## src/rtl/flow_ctrl_pause_gen.sv

```systemverilog
// ---------------------------------------------------------------------------
// flow_ctrl_pause_gen
//
// Generates outgoing Ethernet PAUSE (XOFF/XON) requests for the GEMAC TX
// control path. Receive-FIFO free space is compared against host-programmed
// hysteresis thresholds:
//   - space below pause_thresh  -> request an XOFF carrying pause_time quanta
//   - congestion persists       -> refresh the XOFF every refresh_time quanta
//   - space back at resume_thresh (or generation disabled) -> release partner
//
// The MAC owns the request/acknowledge handshake and builds the frame; this
// block only decides when a frame is needed and what quanta it carries.
// A raised request is always held until acknowledged.
//
// Build option:
//   FLOW_CTRL_XON_EN  defined   : resume sends an explicit zero-quanta PAUSE
//                                 (XON) before returning to IDLE.
//                     undefined : resume returns straight to IDLE and the
//                                 partner's pause simply times out.
// ---------------------------------------------------------------------------
module flow_ctrl_pause_gen (
   input  logic        tx_clk,
   input  logic        rst,
   input  logic        tx_pause_gen_en,
   input  logic [15:0] fifo_space,
   input  logic [15:0] pause_thresh,
   input  logic [15:0] resume_thresh,
   input  logic [15:0] pause_time,
   input  logic [15:0] refresh_time,
   output logic        pause_req,
   output logic [15:0] pause_time_req,
   input  logic        pause_ack,
   output logic        xoff_active
);

   // One pause quantum is 512 bit times, i.e. 64 clocks at 8 bits/clock,
   // so the refresh counter holds refresh_time scaled by 2^6.
   localparam int QUANTUM_SHIFT = 6;
   localparam int CNT_W         = 16 + QUANTUM_SHIFT;

   typedef enum logic [1:0] {
      ST_IDLE     = 2'd0,
      ST_XOFF_REQ = 2'd1,
      ST_PAUSED   = 2'd2,
      ST_XON_REQ  = 2'd3
   } state_t;

   state_t             r_state;
   state_t             w_state_next;
   logic [CNT_W-1:0]   r_refresh_cnt;
   logic [15:0]        r_pause_time_req;

   logic               w_congested;
   logic               w_recovered;
   logic               w_cnt_zero;
   logic               w_refresh_due;
   logic               w_ack;
   logic               w_load_xoff;
   logic               w_load_xon;
   logic               w_load_cnt;
   logic               w_dec_cnt;

   // ------------------------------------------------------------------------
   // Condition decode. Thresholds are live inputs and are compared every
   // cycle; sane hysteresis (resume_thresh > pause_thresh) is the host's job.
   // ------------------------------------------------------------------------
   assign w_congested   = (fifo_space < pause_thresh);
   assign w_recovered   = ~tx_pause_gen_en | (fifo_space >= resume_thresh);
   assign w_cnt_zero    = (r_refresh_cnt == '0);
   assign w_refresh_due = (refresh_time != 16'd0) & w_cnt_zero;

   // An acknowledge only counts while a request is actually being presented;
   // a stray pause_ack in IDLE or PAUSED is ignored.
   assign w_ack = pause_ack & pause_req;

   // State register: the only place the FSM state changes.
   always_ff @(posedge tx_clk or posedge rst) begin
      // NOTE: sequential state uses non-blocking assignments so every
      // register samples the pre-edge values regardless of block order.
      if (rst) begin
         r_state <= ST_IDLE;
      end else begin
         r_state <= w_state_next;
      end
   end

   // Next-state logic. PAUSED checks resume before refresh so that a
   // recovery coinciding with refresh expiry never sends a stale XOFF.
   always_comb begin
      // NOTE: default assignment first keeps this block free of latches
      // on paths where no branch below updates the next state.
      w_state_next = r_state;
      case (r_state)
         ST_IDLE: begin
            if (tx_pause_gen_en && w_congested) begin
               w_state_next = ST_XOFF_REQ;
            end
         end
         ST_XOFF_REQ: begin
            // Loss of enable or a fifo_space change here is deliberately
            // ignored until the MAC accepts the request.
            if (w_ack) begin
               w_state_next = ST_PAUSED;
            end
         end
         ST_PAUSED: begin
            if (w_recovered) begin
`ifdef FLOW_CTRL_XON_EN
               w_state_next = ST_XON_REQ;
`else
               w_state_next = ST_IDLE;
`endif
            end else if (w_refresh_due) begin
               w_state_next = ST_XOFF_REQ;
            end
         end
         ST_XON_REQ: begin
            if (w_ack) begin
               w_state_next = ST_IDLE;
            end
         end
         default: begin
            w_state_next = ST_IDLE;
         end
      endcase
   end

   // Output decode, taken purely from the state register so that the
   // request and status lines are glitch-free and input-independent.
   always_comb begin
      pause_req   = 1'b0;
      xoff_active = 1'b0;
      case (r_state)
         ST_XOFF_REQ: begin
            pause_req   = 1'b1;
            xoff_active = 1'b1;
         end
         ST_PAUSED: begin
            xoff_active = 1'b1;
         end
         ST_XON_REQ: begin
            pause_req   = 1'b1;
         end
         default: begin
            pause_req   = 1'b0;
            xoff_active = 1'b0;
         end
      endcase
   end

   // ------------------------------------------------------------------------
   // Quanta field. Loaded only on entry to a request state, so it is stable
   // for the whole request and keeps its value once the request completes.
   // ------------------------------------------------------------------------
   assign w_load_xoff = (w_state_next == ST_XOFF_REQ) && (r_state != ST_XOFF_REQ);

`ifdef FLOW_CTRL_XON_EN
   assign w_load_xon  = (r_state == ST_PAUSED) && (w_state_next == ST_XON_REQ);
`else
   // Without XON support the field is never cleared after reset.
   assign w_load_xon  = 1'b0;
`endif

   // Latch the quanta value for each new request: pause_time for XOFF,
   // zero for XON.
   always_ff @(posedge tx_clk or posedge rst) begin
      if (rst) begin
         r_pause_time_req <= 16'd0;
      end else if (w_load_xoff) begin
         r_pause_time_req <= pause_time;
      end else if (w_load_xon) begin
         r_pause_time_req <= 16'd0;
      end
   end

   assign pause_time_req = r_pause_time_req;

   // ------------------------------------------------------------------------
   // Refresh counter. Loaded when an XOFF is acknowledged and counted down
   // while PAUSED; it saturates at zero. With load value 64*R at the ack
   // edge, zero is reached R*64 edges later and the refresh request rises
   // one edge after that.
   // ------------------------------------------------------------------------
   assign w_load_cnt = (r_state == ST_XOFF_REQ) && w_ack;
   assign w_dec_cnt  = (r_state == ST_PAUSED) && !w_recovered &&
                       !w_refresh_due && !w_cnt_zero;

   // Refresh interval countdown in clocks.
   always_ff @(posedge tx_clk or posedge rst) begin
      if (rst) begin
         r_refresh_cnt <= '0;
      end else if (w_load_cnt) begin
         r_refresh_cnt <= {refresh_time, {QUANTUM_SHIFT{1'b0}}};
      end else if (w_dec_cnt) begin
         r_refresh_cnt <= r_refresh_cnt - CNT_W'(1);
      end
   end

endmodule

```

## config.mk

```make
export PLATFORM = sky130hd
export DESIGN_NAME = flow_ctrl_pause_gen
export DESIGN_NICKNAME = d
export VERILOG_FILES = /design/src/rtl/flow_ctrl_pause_gen.sv
export SDC_FILE = /design/constraint.sdc
export NUM_CORES = 1
export LEC_CHECK = 0
export ABC_AREA = 1
export ABC_CLOCK_PERIOD_IN_PS = 2800
export CORE_ASPECT_RATIO = 1.2
export CORE_UTILIZATION = 35
export DETAILED_ROUTE_END_ITERATION = 12
export PLACE_DENSITY_LB_ADDON = 0.3
export SLEW_MARGIN = 5
export SYNTH_ARGS = -nofsm -noshare
export SYNTH_HDL_FRONTEND = slang
export SYNTH_SLANG_ARGS = --single-unit
export TNS_END_PERCENT = 5
```

## constraint.sdc

```tcl
create_clock -name tx_clk -period 2.8 [get_ports tx_clk]
set_input_delay 0.42 -clock tx_clk [delete_from_list [all_inputs] [get_ports tx_clk]]
set_output_delay 0.42 -clock tx_clk [all_outputs]
set_load 0.01 [all_outputs]
```

==> results of run 1 <==
==> synth_stat cells <==
cell,instances
nand2_1,109
inv_1,87
nor2_1,54
dfrtp_1,40
ha_1,37
nand3_1,23
o21ai_0,20
a21oi_1,19
o21bai_1,18
nor2_2,6
o211ai_1,6
nand4_1,5
buf_2,4
o21ai_1,4
xor2_1,4
clkbuf_1,3
nand2_2,3
nor3_1,3
nor2_4,2
nor3_2,2
o21a_1,2
or2_0,2
a211oi_1,1
a221oi_2,1
a22oi_1,1
and2_0,1
and2_1,1
buf_8,1
nand3_2,1
nand3_4,1
nor2_8,1
o221ai_1,1
o31ai_1,1
==> routing by layer <==
| layer | vias to the layer above | share of wire |
|---|---|---|
| met5 | - | 0 |
| met4 | 0 | 0.013 |
| met3 | 7 | 0.041 |
| met2 | 88 | 0.51 |
| met1 | 1533 | 0.43 |
| li1 | 1690 | - |
==> through the flow <==
stage | worst slack (ns) | utilization | power (W)
6_report | 0.350 | 0.502 | 0.00357
4_1_cts | 0.328 | 0.502 | 0.00361
3_5_place_dp | 0.0341 | 0.490 | 0.00313
5_1_grt | 0.0577 | 0.502 | 0.00391
3_3_place_gp | 0.0933 | 0.490 | 0.00307
2_1_floorplan | 0.775 | - | 0.00241
==> placed cells by master (no fill, tap or decap), drive strengths merged, types with 2 or more instances in the layout <==
cell / n
a21oi: 19
and2: 2
buf: 8
clkbuf: 6
clkdlybuf4s50: 101
dfrtp: 40
ha: 37
inv: 87
nand2: 112
nand3: 25
nand4: 5
nor2: 63
nor3: 5
o211ai: 6
o21a: 2
o21ai: 24
o21bai: 18
or2: 2
xor2: 4
==> how the worst min path moves through the flow <==
stage                      from               end  slack, ns  cells past startpoint
6_report       r_refresh_cnt[3]  r_refresh_cnt[3]       0.52                      1
4_1_cts        r_refresh_cnt[3]  r_refresh_cnt[3]       0.52                      1
5_1_grt        r_refresh_cnt[3]  r_refresh_cnt[3]       0.54                      1
3_3_place_gp   r_refresh_cnt[3]  r_refresh_cnt[3]       0.50                      1
3_5_place_dp   r_refresh_cnt[3]  r_refresh_cnt[3]       0.51                      1
2_1_floorplan  r_refresh_cnt[3]  r_refresh_cnt[3]       0.48                      1
==> sequential cells by signal, indices dropped and copies added, names as in the netlist <==
signal / cells
r_refresh_cnt: 22
pause_time_req: 16
r_state: 2
==> power groups by stage <==
stage | logic [W] | clock network (W) | registers, W
floorplan | 0.00132 | 0 | 0.00110
global placement | 0.00198 | 0 | 0.00109
detailed placement | 0.00203 | 0 | 0.00110
CTS | 0.00204 | 0.000482 | 0.00109
global route | 0.00229 | 0.000503 | 0.00112
finish | 0.00202 | 0.000470 | 0.00108
==> final cells by class <==
class | count | area [sq um]
fill | 887 | 4530
multi-input combinational | 329 | 1900
timing repair buffer | 109 | 1070
sequential | 40 | 1000
inverter | 87 | 327
tap | 120 | 150
clock buffer | 6 | 72.6
clock inverter | 2 | 35.0
==> cells by family (layout without fill, tap and decap cells) <==
kind of cell | count (synthesis) | after routing | share of synthesized area
AO/OA/AOI/OAI | 74 | 74 | 0.140
buffers and inverters | 95 | 204 | 0.114
XOR/XNOR | 4 | 4 | 0.0107
AND/OR/NAND/NOR | 214 | 214 | 0.289
adder cells (fa/ha/maj) | 37 | 37 | 0.141
flip-flops | 40 | 40 | 0.306
==> critical path, delay by kind of cell <==
family / cells / cell delay (ns)
buffers and inverters: 2 / 0.51
adder cells (fa/ha/maj): 1 / 0.28
AND/OR/NAND/NOR: 10 / 1.12
AO/OA/AOI/OAI: 2 / 0.33
==> impl_results.md, run 1 <==
- Worst slew pin tran: 0.525 ns
- CTS Buffer Depth: 2
- Combinational share of power: 0.565
- DRC violation total after the first TritonRoute iteration: 116
- Fin Setup TNS: 0 ns
- Gpl congestion: 0.826
- HP Class: reg2reg
- CP startpoint: resume_thresh[5]
- Yosys top cell area share: 0.306
- Sequential power share: 0.304
- Placed Area: 4450 sq um
- Overflow after GRT: 0
- RSZ-0062 raised after global routing: no
- N_diodes: 0
- Worst Skew: 0.00407 ns
- Met1 Track Usage GR: 0.203
- CTS hold repair buffers: 0
- Core Area: 9080 sq um
- Worst Path Arrival: 2.68 ns
- Post-synthesis net count: 585
- CP max-delay cell: clkdlybuf4s50_1
- CTS Buf Count: 5
- Vias: 3318
- Layout cells sized above 1: 0.0558
- Die area: 9740 sq um
- CTS resizes: 0
- Detailed-route DRC error count: 0
- Met2 GRT Util: 0.339
- Inst Count DP: 685
- Worst skew pair latency: 0.29 ns
- Maximum Capacitance Violations: 0
- Fin Hold WS: 0.520 ns
- Crit path top cell by count: nand2_1
- GRT Total Usage: 0.177
- First-pass GRT wire length: 14300 um
- Non-Filler Instances: 693
- Sink Count: 40
- Ports: 102
- WS Path Type: in2reg
- Slew Limit Fails: 0
- CP max FO: 17
- Clk pwr share: 0.132
- Critical Path Sink Type: flop
- Die Wd: 90.3 um
- CTS tree: done
- Net Sw Frac: 0.433
- Sequential share of the synthesized area: 0.306
- Internal power: 0.00202 W
- Antenna violation net count after detailed routing: 0
- F_max: 408 MHz
- # nets final: 693
- Post-synth design cell area: 3270 sq um
- Final Cell Area: 4560 sq um
- Synth Register Bits: 40
- FF-to-FF End: r_refresh_cnt[20]
- GR peak layer: met2
- Required @ worst endpoint: 3.03 ns
- Vias in the first global route: 3333
- Row count: 38
- Die outline height: 108 um
- Max_slew headroom: 0.650
- Top cells by area, synth: dfrtp_1 (31%), ha_1 (14%), nand2_1 (13%)
- CP Cell Sequence: clkdlybuf4s50_1 -> inv_1 -> ha_1 -> a21oi_1 -> o21a_1 -> nand2_1 -> nand2_1 -> nand2_1 -> nand2_1 -> nand3_1 -> nand2_2 -> nand3_4 -> nor2_8 -> nand2_1 -> nand2_1
- Yosys cell types: 33
- Clock Pin Slew Worst Setup and Hold Paths: 0.08 ns
- # setup viols final: 0
- First-pass DRT Iterations: 4
- Root buffer cell: clkbuf_8
- Cell leakage power: 2.31 nW
- FF-to-FF setup slack: 0.65 ns
- Hpwl dp: 6540 um
- Via density: 4.79
- GR Layer Usage met3: 0.0246
- Status: complete, no violations
- Synth warn: 0
- Wire length per cell: 11.8 um
- Post-CTS setup buffer count: 0
- Leading area contributor after synthesis: dfrtp_1
- Syn_area_per_cell: 7.05 sq um
- Initial antenna violation count: 0
- Fin. Hold Viols: 0
- Pwr dens: 784 nW/um^2
- FF-to-FF Start: r_refresh_cnt[0]
- Slowest cell delay on critical path: 0.47 ns
- Fin crit share: 0.875
- Min Tclk post-route: 2.45 ns
- I/O Buffers: 101
- Largest net degree at the start of global routing: 41
- Synth-to-layout area growth: 39.2%
- Critical path destination: pause_time_req[6]
- Initial core utilization: 0.360
- Final wirelength: 8200 um
- Reg2Reg Depth: 12
- Total number of H-tree levels: 2
- Worst vdd ir: 0.000533 V
- CP Launch Type: input port
- Sw Pwr: 0.00155 W
- Cells after Synth: 464
No activity file was read; power rests on OpenSTA's default activity.
==> run 2, diff against run 1 <==
CORE_UTILIZATION = 30   (was 35)
==> run 2 against run 1 <==
Largest power group unchanged. Cell area rose by 1.7%. Sequential share of layout area down 0.37 points. Utilization decreased by 6.3 points. Flip-flop and latch count unchanged. Cell count grew 1.4%. Maximum frequency down 0.52%. Critical path type unchanged. First-iteration DRC count is 42% higher. Register-to-register slack got worse by 0.02 ns. Sequential power about the same. Clock power grew 41%. Worst setup slack lost 0.013 ns. Non-clock buffer count rose by 1.
==> impl_results.md, run 2 (synthesis results as in run 1) <==
- I/O Buffers: 101 (unchanged)
- Fin. Hold Viols: 0 (unchanged)
- Min-Delay Endpoint: r_refresh_cnt[3] (unchanged)
- First-pass DRT Iterations: 4 (unchanged)
- HP Class: reg2reg (unchanged)
- Die area: 11300 sq um (was 9740 sq um)
- Hold Crit Depth: 1 (unchanged)
- Leading cell type in the layout, fill and taps excluded: nand2_1 (unchanged)
- Status: complete, no violations (unchanged)
- GR peak layer: met2 (unchanged)
- Reg2Reg Depth: 12 (unchanged)
- Worst Path Arrival: 2.64 ns (was 2.68 ns)
- Commonest non-fill, non-tap cells in the layout: nand2_1 (109), clkdlybuf4s50_1 (101), inv_1 (87) (unchanged)
- # nets final: 694 (was 693)
- Row count: 41 (was 38)
- CTS hold repair buffers: 0 (unchanged)
- Non-Filler Instances: 703 (was 693)
- RSZ-0062 raised after global routing: no (unchanged)
- Required @ worst endpoint: 2.97 ns (was 3.03 ns)
- Worst skew pair latency: 0.29 ns (about the same)
- Wire length per cell: 11.7 um (was 11.8 um)
- Antenna violation net count after detailed routing: 0 (unchanged)
- Root buffer cell: clkbuf_16 (was clkbuf_8)
- Vias in the first global route: 3154 (was 3333)
- CTS Buffer Depth: 2 (unchanged)
- Initial core utilization: 0.310 (was 0.360)
- WS Path Type: in2reg (unchanged)
- CP Launch Type: input port (unchanged)
- Sequential power share: 0.287 (was 0.304)
- Overflow after GRT: 0 (unchanged)
- Fin worst setup slack: 0.337 ns (was 0.350 ns)
- Ports: 102 (unchanged)
- Clk pwr share: 0.176 (was 0.132)
- Internal power: 0.00219 W (was 0.00202 W)
- N_diodes: 0 (unchanged)
- Detailed-route DRC error count: 0 (unchanged)
- Initial antenna violation count: 0 (unchanged)
- Sink Count: 40 (unchanged)
- Die Wd: 97.4 um (was 90.3 um)
- First-pass GRT wire length: 13700 um (was 14300 um)
- Largest net degree at the start of global routing: 41 (unchanged)
- Cell leakage power: 2.34 nW (was 2.31 nW)
- GR Layer Usage met3: 0.0281 (was 0.0246)
- Sw Pwr: 0.00158 W (was 0.00155 W)
- Total power: 0.00378 W (was 0.00357 W)
- # setup viols final: 0 (unchanged)
- CP max FO: 11 (was 17)
- CTS resizes: 0 (unchanged)
- Worst vdd ir: 0.000541 V (was 0.000533 V)
- Synth-to-layout area growth: 41.6% (was 39.2%)
- Pwr dens: 815 nW/um^2 (was 784 nW/um^2)
- Min Tclk post-route: 2.46 ns (was 2.45 ns)
- Layout cells sized above 1: 0.0592 (was 0.0558)
- Gpl congestion: 0.790 (was 0.826)
- Via density: 4.65 (was 4.79)
- Met1 Track Usage GR: 0.175 (was 0.203)
- Inst Count DP: 695 (was 685)
- GRT Total Usage: 0.148 (was 0.177)
- CP startpoint: resume_thresh[1] (was resume_thresh[5])
- FF-to-FF Start: r_refresh_cnt[0] (unchanged)
- CTS tree: done (unchanged)
- Core Area: 10600 sq um (was 9080 sq um)
- Fin crit share: 0.879 (was 0.875)
- Net Sw Frac: 0.419 (was 0.433)
- CTS Buf Count: 5 (unchanged)
- F_max: 406 MHz (was 408 MHz)
- Critical Path Sink Type: flop (unchanged)
- Worst Skew: 0.00585 ns (was 0.00407 ns)
- FF-to-FF End: r_refresh_cnt[20] (unchanged)
- Slew Limit Fails: 0 (unchanged)
- Max_slew headroom: 0.646 (was 0.650)
- Vias: 3266 (was 3318)
- Post-CTS setup buffer count: 0 (unchanged)
- DRC violation total after the first TritonRoute iteration: 165 (was 116)
- Post-layout utilization of the core: 0.439 (was 0.502)
- Hold Startpoint: r_refresh_cnt[3] (unchanged)
- Total number of H-tree levels: 2 (unchanged)
- Maximum Capacitance Violations: 0 (unchanged)
- Met2 GRT Util: 0.263 (was 0.339)
- Largest Register: r_refresh_cnt (unchanged)
- FF-to-FF setup slack: 0.63 ns (was 0.65 ns)
- Die outline height: 116 um (was 108 um)
- Final wirelength: 8200 um (about the same)
- Combinational share of power: 0.537 (was 0.565)
- Hpwl dp: 6470 um (was 6540 um)
- Max reg flops: 22 (unchanged)
- Clock Pin Slew Worst Setup and Hold Paths: 0.06 ns (was 0.08 ns)
- Place WS: -0.0110 ns (was 0.0341 ns)
- Worst slew pin tran: 0.531 ns (was 0.525 ns)
-- run 2: cell count changes in the layout (fill, tap and decap cells not counted), sizes merged --
cell      change
buf           +1
clkinvlp      +1
clkbuf        -1
-- run 2: worst max-delay path by stage --
stage / to / slack [ns]
2_1_floorplan: pause_time_req[9] / 0.77
3_3_place_gp: pause_time_req[1] / 0.03
3_5_place_dp: pause_time_req[12] / -0.01
4_1_cts: pause_time_req[12] / 0.29
5_1_grt: pause_time_req[12] / 0.07
6_report: pause_time_req[12] / 0.34
-- run 2: routing by layer --
layer	vias up	wire (um)
met3	12	480
met2	105	3820
met1	1459	3730
met5	-	0
met4	0	168
li1	1690	-
-- run 2: metrics by stage --
step           cell area [sq um]  setup TNS (ns)  hold WS, ns
3_5_place_dp                4470         -0.0161        0.511
5_1_grt                     4630               0        0.542
3_3_place_gp                4470               0        0.507
4_1_cts                     4630               0        0.522
6_report                    4630               0        0.522
2_1_floorplan               3270               0        0.475
-- run 2: cell type report --
class / instances / area [sq um]
Clock buffer: 5 / 125
Clock inverter: 3 / 42.5
Fill cell: 1087 / 5930
Inverter: 87 / 327
Multi-Input combinational cell: 329 / 1900
Sequential cell: 40 / 1000
Tap cell: 129 / 161
Timing Repair Buffer: 110 / 1080
-- run 2: worst max-delay path, stage by stage --
cell	delay, ns
clkdlybuf4s50_1	0.45
inv_1	0.04
ha_1	0.28
nand2_1	0.07
nand3_1	0.07
nand2_1	0.06
nand2_1	0.08
nand2_1	0.06
nand2_1	0.05
nand2_1	0.05
nand2_1	0.05
nand2_1	0.14
nand3_1	0.11
nand2_2	0.11
nand3_4	0.17
buf_4	0.22
o21bai_1	0.15
nand2_1	0.06
-- run 2: power groups by stage --
stage	Clock, W	Combinational [W]	Sequential (W)
floorplan	0	0.00132	0.00110
global placement	0	0.00202	0.00109
finish	0.000663	0.00203	0.00108
CTS	0.000682	0.00206	0.00109
global route	0.000702	0.00231	0.00113
detailed placement	0	0.00205	0.00109
